`src/rtl/ifetch_buffer_if.sv`:
```
// Fetch-side bundle: I-cache request/response, redirect strobe and decode-side buffer head.
// Latency: pure wiring, adds none.
// Backpressure: request and head pop are valid/ready; responses and redirects cannot be stalled.
interface ifetch_buffer_if #(
    parameter int XLEN = 32
);
    logic            redir_i;
    logic [XLEN-1:0] redir_pc_i;

    logic            ic_req_valid_o;
    logic            ic_req_ready_i;
    logic [XLEN-1:0] ic_req_addr_o;

    logic            ic_rsp_valid_i;
    logic [XLEN-1:0] ic_rsp_data_i;

    logic            inst_valid_o;
    logic            inst_ready_i;
    logic [XLEN-1:0] inst_o;
    logic [XLEN-1:0] inst_pc_o;

    logic            err_o;

    // Fetch unit side
    modport master (
        input  redir_i,
        input  redir_pc_i,
        output ic_req_valid_o,
        input  ic_req_ready_i,
        output ic_req_addr_o,
        input  ic_rsp_valid_i,
        input  ic_rsp_data_i,
        output inst_valid_o,
        input  inst_ready_i,
        output inst_o,
        output inst_pc_o,
        output err_o
    );

    // Environment side (I-cache, decode, redirect source)
    modport slave (
        output redir_i,
        output redir_pc_i,
        input  ic_req_valid_o,
        output ic_req_ready_i,
        input  ic_req_addr_o,
        output ic_rsp_valid_i,
        output ic_rsp_data_i,
        input  inst_valid_o,
        output inst_ready_i,
        input  inst_o,
        input  inst_pc_o,
        input  err_o
    );
endinterface

```
`src/rtl/ifetch_buffer.sv`:
```
// Instruction fetch buffer: issues sequential I-cache requests and queues returned words for decode.
// Latency: a response is written at the edge and appears at the buffer head the next cycle (no bypass).
// Backpressure: requests are credit-gated (buffer slots + in-flight + pending drops); decode stalls via inst_ready_i.
module ifetch_buffer #(
    parameter int              XLEN      = 32,
    parameter int              DEPTH     = 4,
    parameter int              MAX_OUTST = 2,
    parameter logic [XLEN-1:0] RESET_PC  = XLEN'(32'h0000_0000)
) (
    input  logic            clk_i,
    input  logic            rst_i,
    ifetch_buffer_if.master bus
);
    // Pointer, occupancy and credit-sum widths. The sum width holds occ + outst + drop_cnt,
    // which is bounded by 2*DEPTH because outst + drop_cnt never exceeds MAX_OUTST <= DEPTH.
    localparam int PW = $clog2(DEPTH);
    localparam int CW = PW + 1;
    localparam int SW = CW + 1;

    typedef logic [PW-1:0] ptr_t;
    typedef logic [CW-1:0] cnt_t;
    typedef logic [SW-1:0] sum_t;

    localparam logic [XLEN-1:0] STEP = XLEN'(4);

    // Architectural state
    logic [XLEN-1:0] fpc;        // next address to request
    logic [XLEN-1:0] rpc;        // PC belonging to the next live response
    logic [XLEN-1:0] inst_mem [DEPTH];
    logic [XLEN-1:0] pc_mem   [DEPTH];
    ptr_t            head;
    ptr_t            tail;
    cnt_t            occ;        // buffered entries
    cnt_t            outst;      // live requests in flight
    cnt_t            drop_cnt;   // stale requests in flight whose responses must be discarded
    logic            err;

    // Per-cycle decode of the inputs against current state
    logic            redir;
    logic            rsp;
    sum_t            pending;    // every request still owed a response, live or stale
    sum_t            committed;  // buffer slots already promised
    logic            req_vld;
    logic            req_fire;
    logic            inst_vld;
    logic            pop;
    logic            rsp_owned;  // response matches some request in flight
    logic            rsp_drop;   // response belongs to a request issued before a redirect
    logic            push;       // response is live and gets written at the tail
    logic            rsp_stray;  // response with nothing in flight at all
    sum_t            drop_after;
    cnt_t            drop_redir;

    assign redir     = bus.redir_i;
    assign rsp       = bus.ic_rsp_valid_i;

    assign pending   = sum_t'(outst) + sum_t'(drop_cnt);
    assign committed = sum_t'(occ) + pending;

    // Credit rule: in-flight cap, and a guaranteed slot for every response that could be live.
    // Gated by rst_i so the request line stays low for the whole reset window.
    assign req_vld   = !rst_i && !redir
                     && (pending   < sum_t'(MAX_OUTST))
                     && (committed < sum_t'(DEPTH));
    assign req_fire  = req_vld && bus.ic_req_ready_i;

    assign inst_vld  = (occ != '0);
    assign pop       = inst_vld && bus.inst_ready_i && !redir;

    // Responses come back in request order, so stale ones (drop_cnt) are always ahead of live ones.
    assign rsp_owned = rsp && (pending != '0);
    assign rsp_drop  = rsp && (drop_cnt != '0);
    assign push      = rsp && (drop_cnt == '0) && (outst != '0) && !redir;
    assign rsp_stray = rsp && (pending == '0);

    // On a redirect every request still in flight becomes stale, minus the one answered this cycle.
    assign drop_after = pending - sum_t'(rsp_owned);
    assign drop_redir = cnt_t'(drop_after);

    // Outputs toward I-cache and decode
    assign bus.ic_req_valid_o = req_vld;
    assign bus.ic_req_addr_o  = fpc;
    assign bus.inst_valid_o   = inst_vld;
    assign bus.inst_o         = inst_vld ? inst_mem[head] : '0;
    assign bus.inst_pc_o      = inst_vld ? pc_mem[head]   : '0;
    assign bus.err_o          = err;

    // Fetch/response PCs, pointers and credit counters; redirect flushes everything and re-aims both PCs.
    always_ff @(posedge clk_i or posedge rst_i) begin
        if (rst_i) begin
            fpc      <= RESET_PC;
            rpc      <= RESET_PC;
            head     <= '0;
            tail     <= '0;
            occ      <= '0;
            outst    <= '0;
            drop_cnt <= '0;
        end else if (redir) begin
            fpc      <= bus.redir_pc_i;
            rpc      <= bus.redir_pc_i;
            head     <= '0;
            tail     <= '0;
            occ      <= '0;
            outst    <= '0;
            drop_cnt <= drop_redir;
        end else begin
            if (req_fire) begin
                fpc <= fpc + STEP;
            end
            if (push) begin
                tail <= tail + ptr_t'(1);
                rpc  <= rpc + STEP;
            end
            if (pop) begin
                head <= head + ptr_t'(1);
            end
            if (rsp_drop) begin
                drop_cnt <= drop_cnt - cnt_t'(1);
            end
            occ   <= occ + cnt_t'(push) - cnt_t'(pop);
            outst <= outst + cnt_t'(req_fire) - cnt_t'(push);
        end
    end

    // Sticky protocol error: a response arrived that no request can account for.
    always_ff @(posedge clk_i or posedge rst_i) begin
        if (rst_i) begin
            err <= 1'b0;
        end else if (rsp_stray) begin
            err <= 1'b1;
        end
    end

    // Entry storage written at the tail; reads are masked by occ so the array needs no reset.
    always_ff @(posedge clk_i) begin
        if (push) begin
            inst_mem[tail] <= bus.ic_rsp_data_i;
            pc_mem[tail]   <= rpc;
        end
    end

    // A live response must always find a free slot unless the head leaves in the same cycle.
    assert property (@(posedge clk_i) disable iff (rst_i) !(push && !pop && (occ == cnt_t'(DEPTH))));

    // Live plus stale requests can never exceed the in-flight cap.
    assert property (@(posedge clk_i) disable iff (rst_i) (pending <= sum_t'(MAX_OUTST)));

endmodule
```
`src/flat_wrapper.sv`:
```
// flat-port wrapper written by rule: the top's interface ports become plain ports
module ifetch_buffer_flat 
#(
    parameter int              XLEN      = 32,
    parameter int              DEPTH     = 4,
    parameter int              MAX_OUTST = 2,
    parameter logic [XLEN-1:0] RESET_PC  = XLEN'(32'h0000_0000)
)
  (clk_i, rst_i, bus_redir_i, bus_redir_pc_i, bus_ic_req_valid_o, bus_ic_req_ready_i, bus_ic_req_addr_o, bus_ic_rsp_valid_i, bus_ic_rsp_data_i, bus_inst_valid_o, bus_inst_ready_i, bus_inst_o, bus_inst_pc_o, bus_err_o);
  ifetch_buffer_if #(.XLEN(XLEN)) bus_i ();
  input  logic clk_i;
  input  logic rst_i;
  input wire logic [$bits(bus_i.redir_i)-1:0] bus_redir_i;
  input wire logic [$bits(bus_i.redir_pc_i)-1:0] bus_redir_pc_i;
  output wire logic [$bits(bus_i.ic_req_valid_o)-1:0] bus_ic_req_valid_o;
  input wire logic [$bits(bus_i.ic_req_ready_i)-1:0] bus_ic_req_ready_i;
  output wire logic [$bits(bus_i.ic_req_addr_o)-1:0] bus_ic_req_addr_o;
  input wire logic [$bits(bus_i.ic_rsp_valid_i)-1:0] bus_ic_rsp_valid_i;
  input wire logic [$bits(bus_i.ic_rsp_data_i)-1:0] bus_ic_rsp_data_i;
  output wire logic [$bits(bus_i.inst_valid_o)-1:0] bus_inst_valid_o;
  input wire logic [$bits(bus_i.inst_ready_i)-1:0] bus_inst_ready_i;
  output wire logic [$bits(bus_i.inst_o)-1:0] bus_inst_o;
  output wire logic [$bits(bus_i.inst_pc_o)-1:0] bus_inst_pc_o;
  output wire logic [$bits(bus_i.err_o)-1:0] bus_err_o;
  assign bus_i.redir_i = bus_redir_i;
  assign bus_i.redir_pc_i = bus_redir_pc_i;
  assign bus_ic_req_valid_o = bus_i.ic_req_valid_o;
  assign bus_i.ic_req_ready_i = bus_ic_req_ready_i;
  assign bus_ic_req_addr_o = bus_i.ic_req_addr_o;
  assign bus_i.ic_rsp_valid_i = bus_ic_rsp_valid_i;
  assign bus_i.ic_rsp_data_i = bus_ic_rsp_data_i;
  assign bus_inst_valid_o = bus_i.inst_valid_o;
  assign bus_i.inst_ready_i = bus_inst_ready_i;
  assign bus_inst_o = bus_i.inst_o;
  assign bus_inst_pc_o = bus_i.inst_pc_o;
  assign bus_err_o = bus_i.err_o;
  ifetch_buffer #(.XLEN(XLEN), .DEPTH(DEPTH), .MAX_OUTST(MAX_OUTST), .RESET_PC(RESET_PC)) u_core (.clk_i(clk_i), .rst_i(rst_i), .bus(bus_i));
endmodule
```
`config.mk`:
```
export PLATFORM = sky130hd
export DESIGN_NAME = ifetch_buffer_flat
export DESIGN_NICKNAME = d
export VERILOG_FILES = /design/src/rtl/ifetch_buffer_if.sv /design/src/rtl/ifetch_buffer.sv /design/src/flat_wrapper.sv
export SDC_FILE = /design/constraint.sdc
export NUM_CORES = 1
export LEC_CHECK = 0
export ABC_AREA = 1
export BUFFER_PORTS_ARGS = -buffer_cell sky130_fd_sc_hd__buf_4
export CAP_MARGIN = 20
export CORE_UTILIZATION = 59
export CTS_CLUSTER_DIAMETER = 150
export CTS_CLUSTER_SIZE = 10
export DETAILED_ROUTE_END_ITERATION = 10
export GPL_ROUTABILITY_DRIVEN = 0
export PLACE_DENSITY = 0.84
export SETUP_SLACK_MARGIN = 0.3
export SYNTH_ARGS = -nofsm -noshare
export SYNTH_HDL_FRONTEND = slang
export SYNTH_SLANG_ARGS = --single-unit
export TNS_END_PERCENT = 5
```
`constraint.sdc`:
```
create_clock -name clk_i -period 5.3 [get_ports clk_i]
set_input_delay 1.06 -clock clk_i [delete_from_list [all_inputs] [get_ports clk_i]]
set_output_delay 1.06 -clock clk_i [all_outputs]
set_load 0.02 [all_outputs]
```
# == After elaboration in Yosys (flattened, before gate mapping) ==
# Memory sizes are Yosys's and may differ from the RTL's.
# Cells that the tools add are included.
# classes
eq_ne,0
magnitude_cmp,2
mul,0
mux,16
shift,0
div,0
reduce_logical,24
n_addsub,12
bitwise,0
# ops
operator,count
$mux W32,6
$add A32 B3 Y32 const B,2
$logic_and A1 B1 Y1,12
$mux W3,4
$reduce_bool A3 Y1,3
$sub A3 B1 Y3,3
$mux W2,4
$reduce_bool A2 Y1,4
$add A3 B1 Y3,2
$add A2 B1 Y2 const B,2
$add A3 B3 Y4,1
$add A3 B4 Y4,1
$logic_not A4 Y1,1
$lt A4 B2 Y1 const B,1
$lt A4 B3 Y1 const B,1
$reduce_bool A4 Y1,1
$logic_not A3 Y1,1
$sub A3 B1 Y3 const B,1
$logic_not A1 Y1,2
$mux W1,2
# totals
ramBits,256
regBits,78
inputBits,70
out_inout_bits,99
romBits,0
n_memories,2
wordCells,64
latch_bits,0
# mem_list
name,depth,width,read_ports,rd_ports_with_merged_regs,write_ports,line_no,text
u_core.inst_mem,4,32,1,0,1,ifetch_buffer.sv:29,logic [XLEN-1:0] inst_mem [DEPTH];
u_core.pc_mem,4,32,1,0,1,ifetch_buffer.sv:30,logic [XLEN-1:0] pc_mem [DEPTH];

# == Depth between registers and ports, before layout ==
# Gate-level depths: netlist of run 1.
# logic_depth
word_depth,8
mapped_depth,16
ltp_nobuf,15

# == Least setup slack after synthesis of run 1 ==
# Ideal clock, no wire load.
# synth_path
kind,input to register
startpoint,input bus_ic_rsp_valid_i
endpoint,"memory u_core.inst_mem[0][0], enable pin"
required_time_ps,4814
setup_ps,486
path_slack_ps,446
arrival_time_ps,4368
path_buffers,0
path_stages,6
path_cell_list,inv_1 > nor2_1 > o21ai_4 > nor2_4 > inv_1 > nor2_1
# synth_via
elab_chain_cells,5
# synth_lines
item,line_no,text
start: declaration,flat_wrapper.sv:18,input wire logic [$bits(bus_i.ic_rsp_valid_i)-1:0] bus_ic_rsp_valid_i;
$logic_and A1 B1 Y1 (3 in series),ifetch_buffer.sv:73,assign push = rsp && (drop_cnt == '0) && (outst != '0) && !redir;
$mux W1,ifetch_buffer.sv:136,if (push) begin
$mux W1 (implied by the code),ifetch_buffer.sv:137,inst_mem[tail] <= bus.ic_rsp_data_i;
end: declaration,ifetch_buffer.sv:29,
# Every way passes these cells.

# == Worst setup path after layout of run 1 ==
# layout_path
startpoint,register u_core.head[0]
endpoint,output bus_inst_pc_o[17]
# layout_via
elab_chain_cells,2
# layout_lines
item,line_no,text
start: declaration,ifetch_buffer.sv:31,ptr_t head;
start signal: assignment,ifetch_buffer.sv:115,head <= head + ptr_t'(1);
$mem_v2 Z4 W32,--,
$mux W32,ifetch_buffer.sv:85,assign bus.inst_pc_o = inst_vld ? pc_mem[head] : '0;
end: declaration,flat_wrapper.sv:23,output wire logic [$bits(bus_i.inst_pc_o)-1:0] bus_inst_pc_o;
# Every way passes these cells.

==> reports/qor.yml, run 1 <==
worstMarginPinSlew_ps: 943
num_vias: 12217
io_pins: 169
first_pass_iters: 5
die-height_um: 163
p_leak_uw: 0.00726
relSlewSlack: 0.370
cap_violations: 0
nFillCells: 1717
htree_levels: 2
multiInputGateArea_sq_um: 5020
finalClockSkew_ps: 15.0
setup-tns-final_ps: 0
cp.required_ps: 4240
initial_core_util: 0.606
syn2layout_area_growth_pct: 17.7
min_to: "u_core.bus.ic_req_addr_o[1]"
top_usage_layer: "met2"
hp-class: "reg2reg"
maxSlewViolCount: 0
crit_type: "reg2out"
avgSynthCellArea_sq_um: 9.66
cts_tree: "yes"
grt_usage: 0.288
ant_nets: 0
post-place-ws_ps: 1640
max_freq_mhz: 243
root_buffer: "clkbuf_16"
finalSetupViolCount: 0
final-seq-area_sq_um: 9640
grtUsageMet2: 0.457
worst_ep_arrival_time_ps: 3050
wl_um: 37700
dieWidth_um: 163
end_kind: "output pin"
first_global_vias: 11388
min_period_over_period: 0.775
vias_per_cell: 5.80
syn_nets: 1681
ys_seq_area_frac: 0.628
synthArstFlopShare: 0.234
powerDensity_nw_per_um2: 404
clock_sinks: 334
rrSetupSlack_ps: 1790
final_nets: 1842
setup_slack_ps: 1190
layout_min_cycle_time_ps: 4110
synth_warnings: 0
core_sq_um: 25300
crit-reg2reg-launch: "u_core.outst[0]"
synth_ff_type: "edfxtp_1"
met1_usage: 0.400
ctsHoldBuffers: 0
synthesis.area_sq_um: 15400
grtUsageMet3: 0.0482
drt_iter0_drc: 1305
post-cts-setup-buffers: 0
drcViolationCount: 0
layout-drive-gt1-share: 0.143
cts_resized: 0
dp_hpwl_um: 23800
grt_overflow: 0
die-area_sq_um: 26700
worstSetupStartpointType: "flip-flop"
reg2reg_depth: 15
grt_pass1_wl_um: 59300
r2r-end: "u_core.outst[2]"
insertedDiodeCount: 0
clock_latency_ps: 520
yosys_register_bits: 334
routedWlPerCell_um: 17.9
grt_max_degree: 82
cts_inserted_buffers: 39
hold_depth: 2
hold_violations: 0
rsz0062_at_grt: "no"
hold_start: "u_core.bus.ic_req_addr_o[1]"
synth_cell_types: 37
antenna_found_initial: 0
synth_edf_count: 256
clockBufferDepth: 3
status: "finished, final reports clean"
clk_pin_slew_ps: 60
peakVddDrop_mv: 0.310
portBuffers: 168
syn_inst: 1589
cp_max_fo: 81
num_rows: 58
## area by class of cell
| class | count | area share |
|---|---|---|
| inverter | 115 | 0.0241 |
| tap | 330 | 0.0228 |
| multi-input combinational | 1076 | 0.278 |
| clock buffer | 66 | 0.0596 |
| timing repair buffer | 184 | 0.0803 |
| clock inverter | 3 | 0.00228 |
| sequential | 334 | 0.533 |
## worst max-delay path, stage by stage (launching register included)
cell and delay, ps:
dfrtp_4 770, buf_4 760, nor2_1 110, nor2_1 140
o21ai_0 200, a21oi_1 300, buf_4 190
## state kept, by name (all words and copies together) (netlist names)
register	flops
u_core.occ	3
u_core.outst	3
u_core.pc_mem	128
u_core.inst_mem	128
u_core.head	2
u_core.bus.err_o	1
u_core.rpc	32
u_core.drop_cnt	3
u_core.bus.ic_req_addr_o	32
u_core.tail	2
## kinds of logic (layout without fill, tap and decap cells)
group                    Yosys count  after routing  synth area share
AO/OA/AOI/OAI                    246            246            0.0839
XOR/XNOR                          20             20            0.0114
adder cells (fa/ha/maj)           22             22            0.0194
buffers and inverters            179            368            0.0479
flip-flops                       334            334             0.628
AND/OR/NAND/NOR                  788            788             0.210
## worst max path at each step
stage,start,to,slack [ps],depth (start not counted)
2_1_floorplan,bus_ic_rsp_valid_i,u_core.inst_mem[0][0],450,6
3_3_place_gp,bus_ic_rsp_valid_i,u_core.inst_mem[1][29],1720,9
3_5_place_dp,u_core.head[0],bus_inst_pc_o[17],1640,5
4_1_cts,u_core.head[0],bus_inst_pc_o[17],1010,5
5_1_grt,u_core.head[0],bus_inst_pc_o[17],1060,6
6_report,u_core.head[0],bus_inst_pc_o[17],1190,6
## layout by cell type (no fill, tap or decap), types with 13 or more instances in the layout
cell type / n
nor2_1: 333
nand2_1: 315
edfxtp_1: 256
buf_4: 179
o21ai_0: 158
inv_1: 108
nand3_1: 89
dfrtp_1: 76
a21oi_1: 69
clkbuf_16: 39
clkbuf_1: 27
nor3_1: 20
ha_1: 19
xor2_1: 13
## metal layers
metal  routed length, um  vias to the layer above  part of all wire
li1                    -                     5644                 -
met1               15100                     5724              0.40
met2               17900                      762              0.47
met3                3750                       87              0.10
met4                1010                        0             0.027
met5                   0                        -                 0
## report_power, final
group	internal (uW)	switching [uW]
logic	639	1180
registers	2930	182
clock network	1380	987
total	4950	2350
## through the flow
step / hold slack, ps / cell area, sq um / total power (uW) / std cells / utilization
5_1_grt: 502 / 18100 / 7600 / 2108 / 0.714
2_1_floorplan: 476 / 15400 / 4240 / 1589 / -
3_3_place_gp: 461 / 16900 / 4880 / 2036 / 0.667
6_report: 489 / 18100 / 7300 / 2108 / 0.714
4_1_cts: 490 / 18000 / 7290 / 2106 / 0.712
3_5_place_dp: 467 / 16900 / 4930 / 2037 / 0.668
## cell usage after synthesis, types with 4 or more instances
master    number  share of area
a21oi_1       69          0.022
buf_1          8         0.0020
buf_2         24         0.0078
clkbuf_1      27         0.0066
dfrtp_1       78           0.13
edfxtp_1     256           0.50
ha_1          19          0.015
inv_1        110          0.027
nand2_1      315          0.077
nand3_1       89          0.029
nand4_1        6         0.0024
nor2_1       338          0.083
nor2_4         6         0.0044
nor3_1        20         0.0065
o211ai_1      11         0.0054
o21ai_0      158          0.051
o21bai_1       4         0.0020
xnor2_1        7         0.0040
xor2_1        13         0.0074
No activity file was read; power rests on OpenSTA's default activity.
==> inputs of run 2 (changes only) <==
==> constraint.sdc (replaced) <==
create_clock -name clk_i -period 4.2 [get_ports clk_i]
set_input_delay 0.84 -clock clk_i [delete_from_list [all_inputs] [get_ports clk_i]]
set_output_delay 0.84 -clock clk_i [all_outputs]
set_load 0.02 [all_outputs]
==> reports/qor.yml, run 2 (synthesized netlist as in run 1, its figures left out) <==
final_nets: 1845
worst_ep_arrival_time_ps: 2800
drcViolationCount: 0
slowest_delay_ps: 430
swShare: 0.320
htree_levels: 2
clock_latency_ps: 520
finalClockSkew_ps: 14.5
drt_iter0_drc: 1096
peakVddDrop_mv: 0.438
wl_um: 37300
cts_resized: 0
clock_sinks: 334
cp.required_ps: 3360
cp_max_fo: 3
min_period_over_period: 0.868
finalSetupViolCount: 0
layout-drive-gt1-share: 0.146
hold_violations: 0
largestRegisters: "u_core.inst_mem: 128 flops, u_core.pc_mem: 128 flops"
worstMarginPinSlew_ps: 828
portBuffers: 168
powerDensity_nw_per_um2: 508
seqPwrFrac: 0.421
io_pins: 169
slowest_stage: "fa_1"
clk_pin_slew_ps: 60
switchingPower_uw: 2950
mostFrequentLayoutCell: "nor2_1"
setup_slack_ps: 555
layout_min_cycle_time_ps: 3640
initial_core_util: 0.606
grt_overflow: 0
dp_hpwl_um: 22600
insertedDiodeCount: 0
ctsHoldBuffers: 0
first_global_vias: 11780
grt_max_degree: 79
clockBufferDepth: 3
post-cts-setup-buffers: 0
num_rows: 58
crit_type: "reg2out"
ant_nets: 0
first_pass_iters: 6
num_vias: 12005
status: "finished, final reports clean"
dieWidth_um: 163
relSlewSlack: 0.448
core_sq_um: 25300
p_leak_uw: 0.00729
die-area_sq_um: 26700
most-common-layout-cells: "nor2_1, nand2_1, edfxtp_1"
grt_pass1_wl_um: 58200
pwr-share-comb: 0.257
reg2reg_depth: 15
antenna_found_initial: 0
end_kind: "output pin"
syn2layout_area_growth_pct: 18.1
maxSlewViolCount: 0
rsz0062_at_grt: "no"
cts_inserted_buffers: 39
clkPwrFrac: 0.322
die-height_um: 163
routedWlPerCell_um: 17.7
root_buffer: "clkbuf_16"
max_freq_mhz: 274
worstSetupStartpointType: "flip-flop"
hp-class: "in2async"
cap_violations: 0
cts_tree: "yes"
grt_usage: 0.283
path_cells: "ha_1, fa_1, xnor2_1, inv_1, ha_1, nor2_1, nand3_1, nor2_2, nand2_1, inv_1, buf_4"
p_int_uw: 6270
post-place-ws_ps: 699
setup-tns-final_ps: 0
vias_per_cell: 5.71
[run 2: changes by cell type in the layout (fill, tap and decap cells not counted), sizes merged]
cell,before,now
inv,113,114
clkinv,5,4
clkbuf,66,59
buf,184,187
[run 2: critical path: cells and delay by family, from the launching register on]
| family | cells | cell delay, ps |
|---|---|---|
| flops | 1 | 420 |
| simple gates | 4 | 430 |
| xor+xnor | 1 | 260 |
| fa+ha+maj | 3 | 940 |
| buf+inv | 3 | 260 |
[run 2: final cells by class]
| type | count | area (sq um) |
|---|---|---|
| Tap cell | 330 | 413 |
| Clock inverter | 3 | 33.8 |
| Fill cell | 1707 | 7200 |
| Clock buffer | 59 | 1070 |
| Multi-Input combinational cell | 1076 | 5020 |
| Inverter | 115 | 435 |
| Sequential cell | 334 | 9640 |
| Timing Repair Buffer | 187 | 1510 |
[run 2: power groups by stage]
| stage | combinational (uW) | clock [uW] | sequential, uW |
|---|---|---|---|
| 6_report | 2370 | 2970 | 3880 |
| 4_1_cts | 2370 | 2990 | 3870 |
| 3_3_place_gp | 2290 | 0 | 3920 |
| 2_1_floorplan | 1420 | 0 | 3930 |
| 3_5_place_dp | 2340 | 0 | 3930 |
| 5_1_grt | 2580 | 3130 | 3890 |
[run 2: path summary, 6_finish.rpt]
check | start | slack (ps) | end
hold reg to reg | u_core.bus.err_o | 490 | u_core.bus.err_o
max in group asynchronous | rst_i | 3300 | u_core.rpc[27]
hold / removal | rst_i | 320 | u_core.occ[2]
setup / recovery | u_core.outst[0] | 560 | bus_ic_req_valid_o
setup reg to reg | u_core.outst[0] | 700 | u_core.outst[2]
min in group clk_i | u_core.bus.err_o | 490 | u_core.bus.err_o
[run 2: metrics by stage]
step	instance area, sq um	cells	power [uW]	hold WS [ps]	utilization
2_1_floorplan	15400	1589	5350	476	-
3_3_place_gp	17000	2041	6210	468	0.671
3_5_place_dp	17000	2041	6270	465	0.671
4_1_cts	18100	2103	9230	490	0.715
5_1_grt	18100	2104	9610	327	0.716
6_report	18100	2104	9210	323	0.716
[run 2: metal layers]
metal / vias to the layer above / track usage / wire (um) / part of all wire
met5: - / 0 / 0 / 0
met4: 0 / 0.111 / 1010 / 0.027
met3: 89 / 0.0462 / 3170 / 0.085
met2: 620 / 0.474 / 18200 / 0.49
met1: 5654 / 0.370 / 14900 / 0.40
li1: 5642 / - / - / -
==> inputs of run 3 (changes only) <==
--- a/config.mk
+++ b/config.mk
@@ -8,12 +8,12 @@
 export ABC_AREA = 1
 export BUFFER_PORTS_ARGS = -buffer_cell sky130_fd_sc_hd__buf_4
 export CAP_MARGIN = 20
-export CORE_UTILIZATION = 59
+export CORE_UTILIZATION = 55
 export CTS_CLUSTER_DIAMETER = 150
 export CTS_CLUSTER_SIZE = 10
 export DETAILED_ROUTE_END_ITERATION = 10
 export GPL_ROUTABILITY_DRIVEN = 0
-export PLACE_DENSITY = 0.84
+export PLACE_DENSITY = 0.74
 export SETUP_SLACK_MARGIN = 0.3
 export SYNTH_ARGS = -nofsm -noshare
 export SYNTH_HDL_FRONTEND = slang
==> constraint.sdc (replaced) <==
create_clock -name clk_i -period 4.2 [get_ports clk_i]
set_input_delay 0.21 -clock clk_i [delete_from_list [all_inputs] [get_ports clk_i]]
set_output_delay 0.21 -clock clk_i [all_outputs]
set_load 0.02 [all_outputs]
==> reports/qor.yml, run 3 (synthesized netlist as in run 1, its figures left out) <==
status: "finished, final reports clean"
hp-class: "in2reg"
clockBufferDepth: 3
grt_max_degree: 99
clkPwrFrac: 0.324
clk_pin_slew_ps: 50
worst_ep_arrival_time_ps: 4010
core_sq_um: 27200
cts_inserted_buffers: 39
cts_resized: 0
dp_hpwl_um: 21700
relSlewSlack: 0.402
vias_per_cell: 5.39
grt_pass1_wl_um: 57000
switchingPower_uw: 2910
die-area_sq_um: 28600
drt_iter0_drc: 1016
cp_max_fo: 26
peakVddDrop_mv: 0.307
endpoint: "u_core.outst[2]"
portBuffers: 168
largestRegisters: "u_core.inst_mem: 128 flops, u_core.pc_mem: 128 flops"
pwr-share-comb: 0.247
hold_violations: 0
worstSetupStartpointType: "flip-flop"
cap_violations: 0
routedWlPerCell_um: 16.4
rsz0062_at_grt: "no"
swShare: 0.317
maxSlewViolCount: 0
drcViolationCount: 0
num_vias: 11830
antenna_found_initial: 0
finalClockSkew_ps: 16.9
min_period_over_period: 0.851
p_int_uw: 6270
p_leak_uw: 0.00749
reg2reg_depth: 15
cts_tree: "yes"
setup_slack_ps: 624
hold_start: "bus_redir_pc_i[17]"
grt_overflow: 0
layout_min_cycle_time_ps: 3580
ant_nets: 0
setup-tns-final_ps: 0
root_buffer: "clkbuf_16"
holdWs_ps: 30.6
max_freq_mhz: 280
crit-reg2reg-launch: "u_core.outst[0]"
most-common-layout-cells: "nor2_1, nand2_1, edfxtp_1"
rrSetupSlack_ps: 620
htree_levels: 2
grt_usage: 0.254
seqPwrFrac: 0.429
first_global_vias: 11224
syn2layout_area_growth_pct: 21.6
wl_um: 36100
r2r-end: "u_core.outst[2]"
crit_type: "reg2reg"
final_nets: 1896
num_rows: 60
mostFrequentLayoutCell: "nor2_1"
powerDensity_nw_per_um2: 492
post-cts-setup-buffers: 0
initial_core_util: 0.565
clock_latency_ps: 520
finalSetupViolCount: 0
clock_sinks: 334
end_kind: "flip-flop"
post-place-ws_ps: 617
first_pass_iters: 6
io_pins: 169
crit_path_start: "u_core.outst[0]"
worstMarginPinSlew_ps: 897
cp.required_ps: 4630
die-height_um: 169
layout-drive-gt1-share: 0.139
insertedDiodeCount: 0
dieWidth_um: 169
[run 3: repair_timing]
item	in CTS	in global routing
endpoints found under the hold margin	158	6
hold buffers	56	1
setup endpoints to repair	0	0
[run 3: critical path, cell delays in order, from the launching register on]
cell and delay (ps):
dfrtp_1 420, ha_1 230, fa_1 430, xnor2_1 280, inv_1 70, ha_1 270, nor2_1 90, nand3_1 90
nor2_2 180, nand3_4 170, clkinv_2 320, ha_1 220, inv_1 50, fa_1 360, and3_1 170, nor3_1 110
[run 3: area by class of cell]
cell class	count	area [sq um]
flip-flops and latches	334	9640
well taps	372	465
multi-input cells	1076	5020
fillers	2070	8500
clock inverters	3	33.8
repair buffers	238	2010
clock buffers	58	1070
inverters	115	435
[run 3: power by group through the flow]
stage	logic (uW)	registers (uW)	clock network (uW)
2_1_floorplan	1420	3930	0
5_1_grt	2500	3960	3160
4_1_cts	2280	3940	3010
3_5_place_dp	2230	4000	0
3_3_place_gp	2200	4000	0
6_report	2270	3940	2970
[run 3: through the flow]
step,total power [uW],util,instance area (sq um),instances
global placement,6190,0.625,17000,2077
detailed placement,6230,0.625,17000,2077
global route,9620,0.687,18700,2196
CTS,9230,0.686,18600,2194
floorplan,5350,-,15400,1589
finish,9190,0.687,18700,2196
[run 3: metal layers]
metal	share of wire	vias to the layer above	track usage
met5	0	-	0
met4	0.020	0	0.0752
met3	0.065	54	0.0395
met2	0.48	446	0.424
met1	0.43	5588	0.346
li1	-	5742	-
[run 3: how the worst min path moves through the flow]
stage | slack, ps | depth (start not counted) | to
6_report | 30 | 3 | u_core.bus.ic_req_addr_o[17]
3_5_place_dp | 420 | 1 | u_core.inst_mem[3][27]
3_3_place_gp | 410 | 1 | u_core.inst_mem[3][31]
2_1_floorplan | 310 | 0 | u_core.inst_mem[0][0]
4_1_cts | 3 | 3 | u_core.bus.ic_req_addr_o[17]
5_1_grt | 30 | 3 | u_core.bus.ic_req_addr_o[25]
